<file path="config.mk">
export PLATFORM = sky130hd
export DESIGN_NAME = sync_fifo_prog
export DESIGN_NICKNAME = d
export VERILOG_FILES = /design/src/rtl/fifo_pkg.sv /design/src/rtl/fifo_ram.sv /design/src/rtl/sync_fifo_prog.sv
export SDC_FILE = /design/constraint.sdc
export NUM_CORES = 1
export LEC_CHECK = 0
export ABC_AREA = 1
export CORE_MARGIN = 2
export CORE_UTILIZATION = 30
export DETAILED_ROUTE_END_ITERATION = 6
export MAX_ROUTING_LAYER = met4
export PLACE_DENSITY = 0.43
export SLEW_MARGIN = 20
export SYNTH_ARGS = -nofsm -noshare
export SYNTH_HDL_FRONTEND = slang
export SYNTH_SLANG_ARGS = --single-unit
export TNS_END_PERCENT = 20
</file>
<file path="constraint.sdc">
create_clock -name clk -period 3.3 [get_ports clk]
set_input_delay 0.66 -clock clk [delete_from_list [all_inputs] [get_ports clk]]
set_output_delay 0.66 -clock clk [all_outputs]
set_load 0.01 [all_outputs]
</file>
<file path="src/rtl/fifo_pkg.sv">
// Shared sizing constants for the programmable-threshold synchronous FIFO.
// Occupancy and threshold values need one bit more than the memory address.
package fifo_pkg;

   localparam int unsigned FIFO_WIDTH_DEF = 8;
   localparam int unsigned FIFO_DEPTH_DEF = 32;

   // Width of pointers, count and thresholds: address bits plus a wrap bit.
   function automatic int unsigned occ_width(input int unsigned depth);
      return $clog2(depth) + 1;
   endfunction

endpackage

</file>
<file path="src/rtl/fifo_ram.sv">
// Single-clock simple dual-port storage: synchronous write, asynchronous read.
// Contents are intentionally never reset.
module fifo_ram #(
   parameter int unsigned width = 8,
   parameter int unsigned depth = 32,
   parameter int unsigned aw    = $clog2(depth)
) (
   input  logic             clk,
   input  logic             we,
   input  logic [aw-1:0]    waddr,
   input  logic [width-1:0] wdata,
   input  logic [aw-1:0]    raddr,
   output logic [width-1:0] rdata
);

   logic [width-1:0] mem_q [depth];

   always_ff @(posedge clk) begin
      if (we) begin
         mem_q[waddr] <= wdata;
      end
   end

   assign rdata = mem_q[raddr];

endmodule

</file>
<file path="src/rtl/sync_fifo_prog.sv">
// Synchronous FIFO with programmable almost-full/almost-empty thresholds,
// sticky overflow/underflow flags and selectable registered or FWFT read.
module sync_fifo_prog
   import fifo_pkg::*;
#(
   parameter int unsigned fifo_width = FIFO_WIDTH_DEF,
   parameter int unsigned fifo_depth = FIFO_DEPTH_DEF,
   parameter int unsigned add_width  = $clog2(fifo_depth),
   parameter int unsigned fwft       = 0
) (
   input  logic                  clk,
   input  logic                  rst,
   input  logic                  flush,
   input  logic                  w_en,
   input  logic [fifo_width-1:0] w_data,
   input  logic                  r_en,
   output logic [fifo_width-1:0] r_data,
   output logic                  r_valid,
   input  logic [add_width:0]    af_thresh,
   input  logic [add_width:0]    ae_thresh,
   output logic                  full,
   output logic                  empty,
   output logic                  almost_full,
   output logic                  almost_empty,
   output logic [add_width:0]    count,
   input  logic                  err_clr,
   output logic                  overflow,
   output logic                  underflow
);

   localparam int unsigned OCC_W = occ_width(fifo_depth);
   localparam logic [add_width:0] DEPTH_C = OCC_W'(fifo_depth);

   logic [add_width:0]    wr_ptr_q, wr_ptr_d;
   logic [add_width:0]    rd_ptr_q, rd_ptr_d;
   logic [add_width:0]    count_q, count_d;
   logic                  ovf_q, ovf_d;
   logic                  udf_q, udf_d;
   logic                  wr_acc, rd_acc;
   logic [fifo_width-1:0] ram_rdata;

   // Status flags decode the registered occupancy only.
   assign count        = count_q;
   assign full         = (count_q == DEPTH_C);
   assign empty        = (count_q == '0);
   assign almost_full  = (count_q >= af_thresh);
   assign almost_empty = (count_q <= ae_thresh);
   assign overflow     = ovf_q;
   assign underflow    = udf_q;

   always_comb begin
      wr_acc   = w_en & ~full & ~flush;
      rd_acc   = r_en & ~empty & ~flush;
      wr_ptr_d = wr_ptr_q;
      rd_ptr_d = rd_ptr_q;
      count_d  = count_q;
      if (flush) begin
         wr_ptr_d = '0;
         rd_ptr_d = '0;
         count_d  = '0;
      end else begin
         if (wr_acc) wr_ptr_d = wr_ptr_q + OCC_W'(1);
         if (rd_acc) rd_ptr_d = rd_ptr_q + OCC_W'(1);
         case ({wr_acc, rd_acc})
            2'b10:   count_d = count_q + OCC_W'(1);
            2'b01:   count_d = count_q - OCC_W'(1);
            default: count_d = count_q;
         endcase
      end
      // A new error event wins over a same-cycle clear; flushed requests never flag.
      ovf_d = (w_en & full & ~flush) | (ovf_q & ~err_clr);
      udf_d = (r_en & empty & ~flush) | (udf_q & ~err_clr);
   end

   always_ff @(posedge clk or posedge rst) begin
      if (rst) begin
         wr_ptr_q <= '0;
         rd_ptr_q <= '0;
         count_q  <= '0;
         ovf_q    <= 1'b0;
         udf_q    <= 1'b0;
      end else begin
         wr_ptr_q <= wr_ptr_d;
         rd_ptr_q <= rd_ptr_d;
         count_q  <= count_d;
         ovf_q    <= ovf_d;
         udf_q    <= udf_d;
      end
   end

   fifo_ram #(
      .width (fifo_width),
      .depth (fifo_depth),
      .aw    (add_width)
   ) u_ram (
      .clk   (clk),
      .we    (wr_acc),
      .waddr (wr_ptr_q[add_width-1:0]),
      .wdata (w_data),
      .raddr (rd_ptr_q[add_width-1:0]),
      .rdata (ram_rdata)
   );

   if (fwft == 0) begin : g_reg_read
      logic [fifo_width-1:0] r_data_q, r_data_d;
      logic                  r_valid_q, r_valid_d;

      // Registered read: the popped word is captured at the accepting edge.
      always_comb begin
         r_valid_d = rd_acc;
         r_data_d  = rd_acc ? ram_rdata : r_data_q;
      end

      always_ff @(posedge clk or posedge rst) begin
         if (rst) begin
            r_data_q  <= '0;
            r_valid_q <= 1'b0;
         end else begin
            r_data_q  <= r_data_d;
            r_valid_q <= r_valid_d;
         end
      end

      assign r_data  = r_data_q;
      assign r_valid = r_valid_q;
   end else begin : g_fwft_read
      assign r_data  = ram_rdata;
      assign r_valid = ~empty;
   end

endmodule

</file>
[Word level (Yosys, flattened, before mapping)]
Memories as Yosys holds them, arrays and structs flattened. A register that Yosys moved wholly into a read port is not among the register bits.
Index checks and enable logic that the tools add are counted.
Storage, ports and cells
  bits in registers: 21
  memories kept: 1
  output and inout bits: 21
  input bits: 26
  RAM bits: 256
Memory list
  u_ram.mem_q: words 32, width 8, rd ports 1, clocked after memory_dff 1, wr ports 1, line fifo_ram.sv:16  | logic [width-1:0] mem_q [depth];
Cells by class
  muxes and demuxes: 8
  reduce and logical (&&, ||, !) cells: 4
  bitwise operators: 16
  equality and inequality tests: 3
  $lt $le $gt $ge: 2
  $add $sub $neg: 4
Operators with widths (number)
  6-bit two-way mux: 5
  6-bit by 1-bit adder with 6-bit output, second input constant: 3
  6-bit one-hot mux with 2 select lines: 1
  1-bit AND: 10
  6-bit equality test, second input constant: 1
  6-bit greater-or-equal comparator: 1
  6-bit <= comparator: 1
  6-bit zero test: 1
  6-bit by 1-bit subtractor with 6-bit output, second input constant: 1
  1-bit NOT: 4
  2-bit nonzero test: 2
  3-bit nonzero test: 1
  2-bit by 1-bit equality test with 1-bit output, second input constant: 1
  2-bit equality test, second input constant: 1
  1-bit two-way mux: 2
  1-bit OR: 2

[Logic depth before layout (Yosys ltp)]
Gate-level depths: netlist of run 1.
  depth in word-level cells: 7
  depth in mapped cells: 15
  gate-level depth less buffers: 15

[Cells and area by module]
Synthesis of run 1 repeated with hierarchy kept, for this count alone.
Unflattened totals
  cells, all modules: 1131
  area, all modules: 12378.1 um^2
By module, submodules not included
  fifo_ram: times used 1, sequential area each 7687.4 um^2, cells an instance 914, area an instance 10626.4 um^2
  sync_fifo_prog: times used 1, sequential area each 675.6 um^2, cells an instance 217, area an instance 1751.7 um^2

[Worst setup path before layout of run 1]
Ideal clock, no wire load.
  path kind: in2out
  start point: in af_thresh[1]
  end point: out almost_full
  path slack: 0.884 ns
  stages on the path: 8
  arrival: 1.756 ns
  path through: inv_1 -> ha_1 -> a21boi_0 -> o21a_1 -> o21a_1 -> o21a_1 -> o21ai_0 -> nand2_1
Between the ends
  word-level cells in the longest chain between the ends: 1
Ends and longest elaborated chain
  start, declared: line sync_fifo_prog.sv:19  | input logic [add_width:0] af_thresh,
  6-bit greater-or-equal comparator: line sync_fifo_prog.sv:46  | assign almost_full = (count_q >= af_thresh);
  end, declared: line sync_fifo_prog.sv:23  | output logic almost_full,
Every way passes these cells.

[Worst setup path in the final report of run 1]
Ends and elaborated chain as after synthesis.

==> results of run 1 <==
-- cell type report --
| type | instances | area, um^2 |
|---|---|---|
| Timing Repair Buffer | 96 | 858 |
| Multi-Input combinational cell | 581 | 3010 |
| Clock buffer | 34 | 766 |
| Tap cell | 518 | 648 |
| Fill cell | 3896 | 24700 |
| Clock inverter | 22 | 146 |
| Sequential cell | 283 | 8370 |
| Inverter | 53 | 204 |
-- per-stage QoR --
step | hold WS, ns | total power [uW] | setup TNS (ns)
6_report | 0.507 | 9940 | 0
3_3_place_gp | 0.497 | 6910 | -0.197
3_5_place_dp | 0.483 | 6900 | -0.201
2_1_floorplan | 0.516 | 5850 | 0
5_1_grt | 0.545 | 10500 | 0
4_1_cts | 0.510 | 10100 | 0
-- metal layers --
layer	up-vias	global-route usage, %	share of wire (%)	routed length (um)
met2	152	24.7	45	14400
met1	3725	23.2	49	15900
met3	55	1.68	3.6	1160
li1	3684	-	-	-
met4	0	4.67	2.6	853
met5	-	-	0	0
-- registers in the layout (all words and copies together), names as in the netlist --
signal and count:
r_data 8, overflow 1, r_valid 1, rd_ptr_q 5
underflow 1, u_ram.mem_q 256, count 6, wr_ptr_q 5
-- worst max-delay path by stage --
stage,end,from,slack [ns]
after floorplan,almost_full,af_thresh[1],0.88
after global placement,almost_empty,ae_thresh[1],-0.12
after detailed placement,almost_empty,ae_thresh[1],-0.11
after CTS,almost_full,af_thresh[1],0.1
after global routing,almost_empty,ae_thresh[1],0.02
final,almost_full,af_thresh[1],0.12
-- placed cells by master (no fill, tap or decap), types with 30 or more instances in the layout --
master | synthesis | layout
sky130_fd_sc_hd__o22ai_1 | 42 | 42
sky130_fd_sc_hd__edfxtp_1 | 256 | 256
sky130_fd_sc_hd__nand2_1 | 89 | 89
sky130_fd_sc_hd__clkbuf_16 | 0 | 30
sky130_fd_sc_hd__o21ai_0 | 130 | 130
sky130_fd_sc_hd__clkdlybuf4s50_1 | 0 | 44
sky130_fd_sc_hd__buf_4 | 2 | 48
sky130_fd_sc_hd__inv_1 | 46 | 44
sky130_fd_sc_hd__nor2_1 | 169 | 169
sky130_fd_sc_hd__nand3_1 | 33 | 33
-- report_power, final --
part | total (uW) | internal (uW) | leakage [uW] | switching, uW
clock network | 3150 | 1740 | 0.000452 | 1410
logic | 2590 | 863 | 0.00174 | 1730
registers | 4200 | 4040 | 0.00265 | 161
total | 9940 | 6640 | 0.00485 | 3300
-- cell families (layout without fill, tap and decap cells) --
group                    count (synthesis)  after routing  share of synthesized area, %
AO/OA/AOI/OAI                          234            234                          11.6
adder cells (fa/ha/maj)                 20             20                          2.12
AND/OR/NAND/NOR                        325            325                          11.6
buffers and inverters                  104            205                          3.75
flip-flops                             283            283                          70.8
XOR/XNOR                                 2              2                         0.148
-- repair_timing --
| action | in CTS | in global routing |
|---|---|---|
| gates resized for setup | 4 | 0 |
| endpoints found under the setup margin | 2 | 0 |
| setup buffers | 0 | 0 |
-- critical path, cell delays in order --
cell                              delay (ns)
sky130_fd_sc_hd__clkdlybuf4s50_1        0.45
sky130_fd_sc_hd__inv_1                  0.04
sky130_fd_sc_hd__ha_1                   0.27
sky130_fd_sc_hd__a21boi_0               0.12
sky130_fd_sc_hd__o21a_1                 0.18
sky130_fd_sc_hd__o21a_1                 0.16
sky130_fd_sc_hd__o21a_1                 0.16
sky130_fd_sc_hd__o21ai_0                0.13
sky130_fd_sc_hd__nand2_1                0.06
sky130_fd_sc_hd__dlygate4sd2_1          0.28
==> flow_metrics.tcl, run 1 <==
set metrics [dict create \
    post-route-worst-setup-slack_ns 0.117 \
    worst_skew_late_latency_ns 0.58 \
    cts_hold_buf 0 \
    most_instantiated_library_cell_after_synthesis "sky130_fd_sc_hd__edfxtp_1" \
    synth_cells 968 \
    final_core_utilization_pct 36.1 \
    firstDrtPassIters 4 \
    cap_violations 0 \
    mappedNetlistArea_mm2 0.0118 \
    place.detailed.hpwl_um 18700 \
    placedCellCount 1531 \
    finalNonFillerCells 1587 \
    endpoint_kind_of_the_worst_setup_timing_path "output port" \
    cts.htree.levels 1 \
    timing.rr.end "count[4]" \
    synth.distinct_cells 34 \
    number_of_cts_inserted_buffers 30 \
    post_synthesis_net_count 1014 \
    netlist.top_cell.by_area "sky130_fd_sc_hd__edfxtp_1" \
    synth_area_per_cell_um2 12.2 \
    initial_cell_density_of_the_core_pct 30.5 \
    async_flop_share_pct 9.54 \
    timing_worst_slew_pin_value_ns 0.866 \
    clock.fmax_ghz 0.314 \
    path_clk_slew_ns 0.06 \
    synth_enable_flop_cells 256 \
    holdPathEnd "r_data[3]" \
    library_cell_used_as_clock_root_buffer "sky130_fd_sc_hd__clkbuf_16" \
    core_mm2 0.0387 \
    diodes 0 \
    finalSetupViolations 0 \
    r2r_cells 12 \
    worst-endpoint-required_ns 2.64 \
    dr.first_iter.drc_count 545 \
    grt_antenna_before_repair 1 \
    worst_hold_startpoint "r_data[3]" \
    worst_clock_skew_ns 0.0373 \
    whs_path_depth 2 \
    seq_area_frac_synth_pct 70.8 \
    place_worst_setup_slack_ns -0.115 \
    ffs_latches_synth 283 \
    ys.flop_type "sky130_fd_sc_hd__edfxtp_1" \
    design.die.area_mm2 0.0410 \
    routed_wirelength_um 32300 \
    wl_per_cell_um 20.4 \
    grt_pass1_wl_um 49000 \
    io-pin-count 47 \
    rrSetupSlack_ns 0.99 \
    drive_gt1_share_pct 10.9 \
    outcome "complete, no violations" \
    grt_start_max_net_pins 131 \
    yosysWarnings 0 \
    timing.final.crit_share_pct 96.5 \
    vias 7616 \
    relSlewSlack_pct 42.2 \
    final-hold-violation-count 0 \
    unrepaired_setup_endpoints_after_global_routing "false" \
    final_net_count 1091 \
    yosysTopAreaCellShare_pct 65.1 \
    final-max-slew-violation-count 0 \
    setup.worst_path.class "in -> out" \
    grt_remaining_overflow 0 \
    reg2reg_from "count[2]" \
    final_design_area_no_fill_mm2 0.0140 \
    gp_congestion 0.755 \
    antenna_violating_nets_post_route 0 \
    setup.worst_path.start_class "input pin" \
    finalCriticalPeriod_ns 3.18 \
    die_span_in_x_um 202 \
    tritoncts_clock_tree "yes" \
    drcViolationCount 0 \
    synth_top_cells_by_area "sky130_fd_sc_hd__edfxtp_1 65%, sky130_fd_sc_hd__dfrtp_1 5.7%, sky130_fd_sc_hd__o21ai_0 5.5%, sky130_fd_sc_hd__nor2_1 5.4%, sky130_fd_sc_hd__nand2_1 2.8%" \
    port-buffer-count 46 \
    gr-usage-all-layers_pct 16.3 \
    floorplan.die.height_um 202 \
    drt-vias-per-instance 4.80 \
    crit_arrival_ns 2.52 \
    netlist_top_cells_count "256 x sky130_fd_sc_hd__edfxtp_1, 169 x sky130_fd_sc_hd__nor2_1, 130 x sky130_fd_sc_hd__o21ai_0, 89 x sky130_fd_sc_hd__nand2_1, 46 x sky130_fd_sc_hd__inv_1" \
    grt_pass1_vias 7702 \
    powerDensity_mw_per_mm2 710 \
    tightest_hold_check_type "reg -> reg" \
    cts_max_path_buffers 3 \
    rows 72 \
    power.ir.vdd_worst_uv 627 \
    leakage_uw 0.00485 \
    place_area_mm2 0.0131 \
    critPathMaxFanout 1 \
    numClockSinks 283 \
    layout-area-overhead-vs-synth_pct 18.5 \
]
(Power assumes the default switching activity.)
==> inputs of run 2 (changes only) <==
--- a/config.mk
+++ b/config.mk
@@ -7,10 +7,10 @@
 export LEC_CHECK = 0
 export ABC_AREA = 1
 export CORE_MARGIN = 2
-export CORE_UTILIZATION = 30
+export CORE_UTILIZATION = 50
 export DETAILED_ROUTE_END_ITERATION = 6
 export MAX_ROUTING_LAYER = met4
-export PLACE_DENSITY = 0.43
+export PLACE_DENSITY = 0.66
 export SLEW_MARGIN = 20
 export SYNTH_ARGS = -nofsm -noshare
 export SYNTH_HDL_FRONTEND = slang
==> run 2 against run 1 <==
  * Clock skew decreased by 0.027 ns
  * Cell count decreased by 12%
  * Critical path depth is the same
  * Global-route usage up 7.3 points
  * Combinational power down 5%
  * Largest power group unchanged
  * Die area decreased by 39%
  * Worst hold slack got worse by 0.022 ns
==> flow_metrics.tcl, run 2 (synthesized netlist as in run 1, its figures left out) <==
set metrics [dict create \
    outcome "complete, no violations" \
    clock.fmax_ghz 0.313 \
    die_span_in_x_um 158 \
    crit_arrival_ns 2.54 \
    cts_max_path_buffers 3 \
    initial_cell_density_of_the_core_pct 50.6 \
    timing.final.crit_share_pct 96.8 \
    max_stage_delay_ns 0.46 \
    worst-endpoint-required_ns 2.64 \
    cap_violations 0 \
    tritoncts_clock_tree "yes" \
    grt_pass1_wl_um 43000 \
    endpoint_kind_of_the_worst_setup_timing_path "output port" \
    final-max-slew-violation-count 0 \
    fillerInstances 1865 \
    wl_per_cell_um 20.1 \
    place.detailed.hpwl_um 16700 \
    vias 7869 \
    port-buffer-count 46 \
    leakage_uw 0.00487 \
    power.ir.vdd_worst_uv 452 \
    antenna_violating_nets_post_route 0 \
    r2r_cells 13 \
    post_cts.repair.setup_buffers 0 \
    finalCriticalPeriod_ns 3.20 \
    path_clk_slew_ns 0.06 \
    multiInputGateArea_mm2 0.00301 \
    grt_antenna_before_repair 0 \
    drive_gt1_share_pct 11.0 \
    setup.worst_path.start_class "input pin" \
    final-hold-violation-count 0 \
    diodes 0 \
    routed_wirelength_um 27900 \
    finalPower_uw 10000 \
    relSlewSlack_pct 51.6 \
    number_of_cts_inserted_buffers 29 \
    cts.htree.levels 1 \
    numClockSinks 283 \
    setup.worst_path.class "in -> out" \
    core_mm2 0.0233 \
    design.die.area_mm2 0.0249 \
    dr.first_iter.drc_count 691 \
    drcViolationCount 0 \
    rows 56 \
    layout-area-overhead-vs-synth_pct 16.9 \
    finalSetupTns_ns 0 \
    grt_start_max_net_pins 73 \
    timing.critical_path.cells "clkdlybuf4s50_1 > inv_1 > ha_1 > a21boi_0 > o21a_1 > o21a_1 > o21a_1 > o21ai_0 > nand2_1 > dlygate4sd2_1" \
    seq_area_mm2 0.00837 \
    critPathMaxFanout 1 \
    largest_register "u_ram.mem_q" \
    drt-vias-per-instance 5.66 \
    final_net_count 1095 \
    firstDrtPassIters 5 \
    grt_pass1_vias 7475 \
    layout.cells.most_common "sky130_fd_sc_hd__edfxtp_1" \
    cts_hold_buf 0 \
    io-pin-count 47 \
    tightest_hold_check_type "in -> async" \
    critical-path-top-cell-by-count "sky130_fd_sc_hd__o21a_1" \
    powerDensity_mw_per_mm2 724 \
    unrepaired_setup_endpoints_after_global_routing "false" \
    floorplan.die.height_um 158 \
    gr-usage-all-layers_pct 23.6 \
    worst_skew_late_latency_ns 0.54 \
    timing_worst_slew_pin_value_ns 0.726 \
    finalSetupViolations 0 \
    grt_remaining_overflow 0 \
    most-common-layout-cells "256 x sky130_fd_sc_hd__edfxtp_1, 169 x sky130_fd_sc_hd__nor2_1, 130 x sky130_fd_sc_hd__o21ai_0" \
    library_cell_contributing_the_largest_single_delay_on_the_critical_path "sky130_fd_sc_hd__clkdlybuf4s50_1" \
    largest_reg_flops 256 \
    gp_congestion 0.864 \
    worst_clock_skew_ns 0.0101 \
    library_cell_used_as_clock_root_buffer "sky130_fd_sc_hd__clkbuf_16" \
]
## run 2: area by class of cell
class                   count  area share (%)
flip-flops and latches    283            60.6
multi-input cells         581            21.8
repair buffers            101            6.31
clock buffers              37            5.47
well taps                 319            2.89
clock inverters            17            1.49
inverters                  53            1.48
## run 2: final timing paths
| kind | startpoint | end | slack, ns |
|---|---|---|---|
| worst min-delay path | rst | count[5] | 0.49 |
| min in group clk | underflow | underflow | 0.52 |
| max in group asynchronous | rst | rd_ptr_q[0] | 2.50 |
| worst max register to register | count[3] | count[5] | 1.04 |
| worst min register to register | underflow | underflow | 0.52 |
| worst max-delay path | af_thresh[1] | almost_full | 0.10 |
## run 2: timing repair
| action | 4_1_cts | 5_1_grt |
|---|---|---|
| resized for setup | 3 | 2 |
| setup endpoints to repair | 2 | 2 |
| gates cloned | 0 | 0 |
## run 2: per-layer routing
| layer | vias to the layer above | GRT usage, % | share of wire [%] |
|---|---|---|---|
| met4 | 0 | 5.37 | 1.9 |
| met1 | 3879 | 33.8 | 45 |
| met3 | 41 | 2.38 | 5.9 |
| met2 | 261 | 37.1 | 47 |
| met5 | - | - | 0 |
| li1 | 3688 | - | - |
## run 2: metrics by stage
stage          util, %  instances  cell area [um^2]  hold slack (ns)  worst slack (ns)
6_report          59.2       1391             13800            0.485             0.104
5_1_grt           59.2       1391             13800            0.544           0.00765
4_1_cts           59.2       1391             13800            0.487             0.102
3_5_place_dp      55.1       1337             12800            0.514            -0.106
3_3_place_gp      55.1       1337             12800            0.513           -0.0803
2_1_floorplan        -        968             11800            0.516             0.884
## run 2: worst max-delay path: cells and delay by family
kind            cells  cell delay, ns
buf+inv             3            0.78
fa+ha+maj           1            0.27
simple gates        1            0.06
compound gates      5            0.77
## run 2: power breakdown
part / internal [uW] / total, uW / switching (uW)
combinational: 857 / 2470 / 1610
clock: 2000 / 3300 / 1300
sequential: 4040 / 4230 / 189
==> inputs of run 3 (changes only) <==
--- a/config.mk
+++ b/config.mk
@@ -5,9 +5,9 @@
 export SDC_FILE = /design/constraint.sdc
 export NUM_CORES = 1
 export LEC_CHECK = 0
-export ABC_AREA = 1
 export CORE_MARGIN = 2
 export CORE_UTILIZATION = 50
+export CTS_BUF_LIST = sky130_fd_sc_hd__clkbuf_16
 export DETAILED_ROUTE_END_ITERATION = 6
 export MAX_ROUTING_LAYER = met4
 export PLACE_DENSITY = 0.66
==> run 3 against run 2 <==
  * Critical path depth is the same
  * Sequential share of layout area grew 0.88 points
  * Register-to-register slack lost 0.68 ns
  * Largest cell class unchanged
  * Sequential power is essentially flat
==> flow_metrics.tcl, run 3 <==
set metrics [dict create \
    largest_reg_flops 256 \
    drt-vias-per-instance 5.78 \
    sw_frac_of_total_pct 25.1 \
    library_cell_used_as_clock_root_buffer "sky130_fd_sc_hd__clkbuf_16" \
    synth_cells 637 \
    timing_worst_slew_pin_value_ns 0.769 \
    drcViolationCount 0 \
    port-buffer-count 46 \
    gr-usage-all-layers_pct 21.1 \
    topRoutingLayerUsed "met4" \
    finalCriticalPeriod_ns 3.19 \
    endpoint_kind_of_the_worst_setup_timing_path "output port" \
    netlist_top_cells_count "256 x sky130_fd_sc_hd__edfxtp_1, 64 x sky130_fd_sc_hd__mux4_2, 56 x sky130_fd_sc_hd__nor2_1, 34 x sky130_fd_sc_hd__o22ai_1, 27 x sky130_fd_sc_hd__dfrtp_1" \
    diodes 0 \
    whs_path_depth 2 \
    vias 6015 \
    setup.worst_path.class "in -> out" \
    timing.final.crit_share_pct 96.7 \
    layout.cells.most_common "sky130_fd_sc_hd__edfxtp_1" \
    final_net_count 779 \
    max_stage_delay_ns 0.46 \
    initial_cell_density_of_the_core_pct 50.9 \
    floorplan.die.height_um 156 \
    worst-endpoint-required_ns 2.64 \
    mappedNetlistArea_mm2 0.0115 \
    grt_start_max_net_pins 33 \
    r2r_cells 10 \
    dr.first_iter.drc_count 542 \
    rows 55 \
    die_span_in_x_um 156 \
    worst_skew_late_latency_ns 0.56 \
    design.die.area_mm2 0.0243 \
    power.internal_uw 6970 \
    relSlewSlack_pct 48.7 \
    setup.worst_path.start_class "input pin" \
    grt_pass1_vias 6285 \
    final_design_area_no_fill_mm2 0.0136 \
    wl_per_cell_um 23.2 \
    grt_pass1_wl_um 36900 \
    fillerInstances 1643 \
    critical-path-top-cell-by-count "sky130_fd_sc_hd__o21a_1" \
    post-route-worst-setup-slack_ns 0.109 \
    ys.flop_type "sky130_fd_sc_hd__edfxtp_1" \
    place_area_mm2 0.0126 \
    synth_top_cells_by_area "sky130_fd_sc_hd__edfxtp_1 67%, sky130_fd_sc_hd__mux4_2 13%, sky130_fd_sc_hd__dfrtp_1 5.9%, sky130_fd_sc_hd__ha_1 2.2%, sky130_fd_sc_hd__o22ai_1 1.8%" \
    cts.htree.levels 1 \
    grt_antenna_before_repair 0 \
    firstDrtPassIters 5 \
    leakage_uw 0.00460 \
    clock.fmax_ghz 0.313 \
    critPathMaxFanout 2 \
    place_worst_setup_slack_ns -0.309 \
    post_synthesis_net_count 683 \
    synth.distinct_cells 45 \
    dr_wl_met2_um 11800 \
    netlist.top_cell.by_area "sky130_fd_sc_hd__edfxtp_1" \
    layout-area-overhead-vs-synth_pct 18.2 \
    worst_clock_skew_ns 0.0245 \
    final-hold-violation-count 0 \
    final_core_utilization_pct 60.1 \
    powerDensity_mw_per_mm2 683 \
    path_clk_slew_ns 0.06 \
    most-common-layout-cells "256 x sky130_fd_sc_hd__edfxtp_1, 64 x sky130_fd_sc_hd__mux4_2, 55 x sky130_fd_sc_hd__nor2_1" \
    drt-met1-wl_um 10100 \
    io-pin-count 47 \
    p_switching_uw 2340 \
    number_of_cts_inserted_buffers 28 \
    grt_remaining_overflow 0 \
    unrepaired_setup_endpoints_after_global_routing "false" \
    tritoncts_clock_tree "yes" \
    crit_arrival_ns 2.53 \
    crit_buf_inv 3 \
    cts_max_path_buffers 3 \
    pwr-share-seq_pct 45.6 \
    seq_area_frac_synth_pct 72.6 \
    outcome "complete, no violations" \
    met3RoutedLength_um 1760 \
    most_instantiated_library_cell_after_synthesis "sky130_fd_sc_hd__edfxtp_1" \
    path_delay_family "compound AO/OA/AOI/OAI gates" \
    timing.critical_path.cells "clkdlybuf4s50_1 > inv_1 > ha_1 > nor2b_1 > o21a_1 > o21a_1 > o21a_1 > o21a_1 > o21ai_0 > buf_2" \
    async_flop_share_pct 9.54 \
    yosysTopAreaCellShare_pct 66.7 \
    gp_congestion 0.878 \
    power.ir.vdd_worst_uv 570 \
    clock_power_share_pct 35.8 \
    final-max-slew-violation-count 0 \
    core_mm2 0.0226 \
    yosysWarnings 0 \
    crit_cells 10 \
    antenna_violating_nets_post_route 0 \
    largest_register "u_ram.mem_q" \
    place.detailed.hpwl_um 15400 \
    cap_violations 0 \
    ffs_latches_synth 283 \
    synth_area_per_cell_um2 18.1 \
    drive_gt1_share_pct 22.9 \
    numClockSinks 283 \
    library_cell_contributing_the_largest_single_delay_on_the_critical_path "sky130_fd_sc_hd__clkdlybuf4s50_1" \
    tightest_hold_check_type "reg -> reg" \
    finalSetupViolations 0 \
    pwr-share-comb_pct 18.6 \
    routed_wirelength_um 24200 \
    synth_enable_flop_cells 256 \
]
[run 3: routing by layer]
metal | up-vias | global-route usage [%]
met1 | 3045 | 28.6
met3 | 31 | 3.92
li1 | 2734 | -
met5 | - | -
met4 | 0 | 5.02
met2 | 205 | 33.8
[run 3: metrics by stage]
step | hold slack (ns) | power, uW | instances | setup TNS (ns)
3_5_place_dp | 0.487 | 6060 | 987 | -0.309
6_report | 0.498 | 9310 | 1040 | 0
4_1_cts | 0.501 | 9390 | 1039 | 0
2_1_floorplan | 0.516 | 5380 | 637 | 0
3_3_place_gp | 0.468 | 6010 | 987 | -0.237
5_1_grt | 0.523 | 9700 | 1040 | 0
[run 3: area by class of cell]
class	instances	area [um^2]	area share (%)
sequential	283	8370	61.5
multi-input combinational	303	2940	21.6
timing repair buffer	97	878	6.45
clock buffer	28	701	5.15
tap	285	357	2.62
clock inverter	24	293	2.15
inverter	20	75.1	0.551
[run 3: worst paths after layout]
| check | start | slack (ns) | endpoint |
|---|---|---|---|
| worst max-delay path | ae_thresh[1] | 0.11 | almost_empty |
| max in group asynchronous | rst | 2.07 | count[2] |
| worst min-delay path | r_data[7] | 0.50 | r_data[7] |
| worst min register to register | r_data[7] | 0.50 | r_data[7] |
| worst max register to register | count[1] | 0.36 | count[4] |
| min in group asynchronous | rst | 0.55 | r_data[5] |
[run 3: what timing repair did]
| action | in CTS | in global routing |
|---|---|---|
| resized for setup | 5 | 4 |
| hold buffers | 0 | 0 |
| endpoints found under the setup margin | 2 | 2 |
| hold endpoints to repair | 0 | 0 |
| setup buffers | 0 | 1 |
[run 3: cell families (layout without fill, tap and decap cells)]
logic type / count (synthesis) / after routing / synth area share, %
and+or+nand+nor: 132 / 132 / 5.74
muxes: 66 / 66 / 12.7
adders and majority gates: 20 / 20 / 2.17
AOI/OAI and AO/OA: 73 / 73 / 4.01
xor gates and xnor gates: 12 / 12 / 0.912
buffers and inverters: 51 / 169 / 1.91
DFF: 283 / 283 / 72.6
[run 3: power groups by stage]
stage,registers [uW],clock network [uW],logic [uW]
after global routing,4270,3550,1890
after floorplan,4230,0,1150
after detailed placement,4330,0,1730
final,4240,3330,1730
after CTS,4250,3410,1730
after global placement,4310,0,1700
[run 3: worst reg2reg max path: stages (launching register included)]
cell and delay (ns):
sky130_fd_sc_hd__dfrtp_2 0.49, sky130_fd_sc_hd__or4_4 0.58, sky130_fd_sc_hd__o21ai_0 0.20, sky130_fd_sc_hd__and2_1 0.19, sky130_fd_sc_hd__xor2_1 0.16, sky130_fd_sc_hd__ha_1 0.21
sky130_fd_sc_hd__nor2_1 0.07, sky130_fd_sc_hd__nor3b_1 0.20, sky130_fd_sc_hd__o221ai_1 0.16, sky130_fd_sc_hd__mux2i_1 0.14, sky130_fd_sc_hd__or4_1 0.41
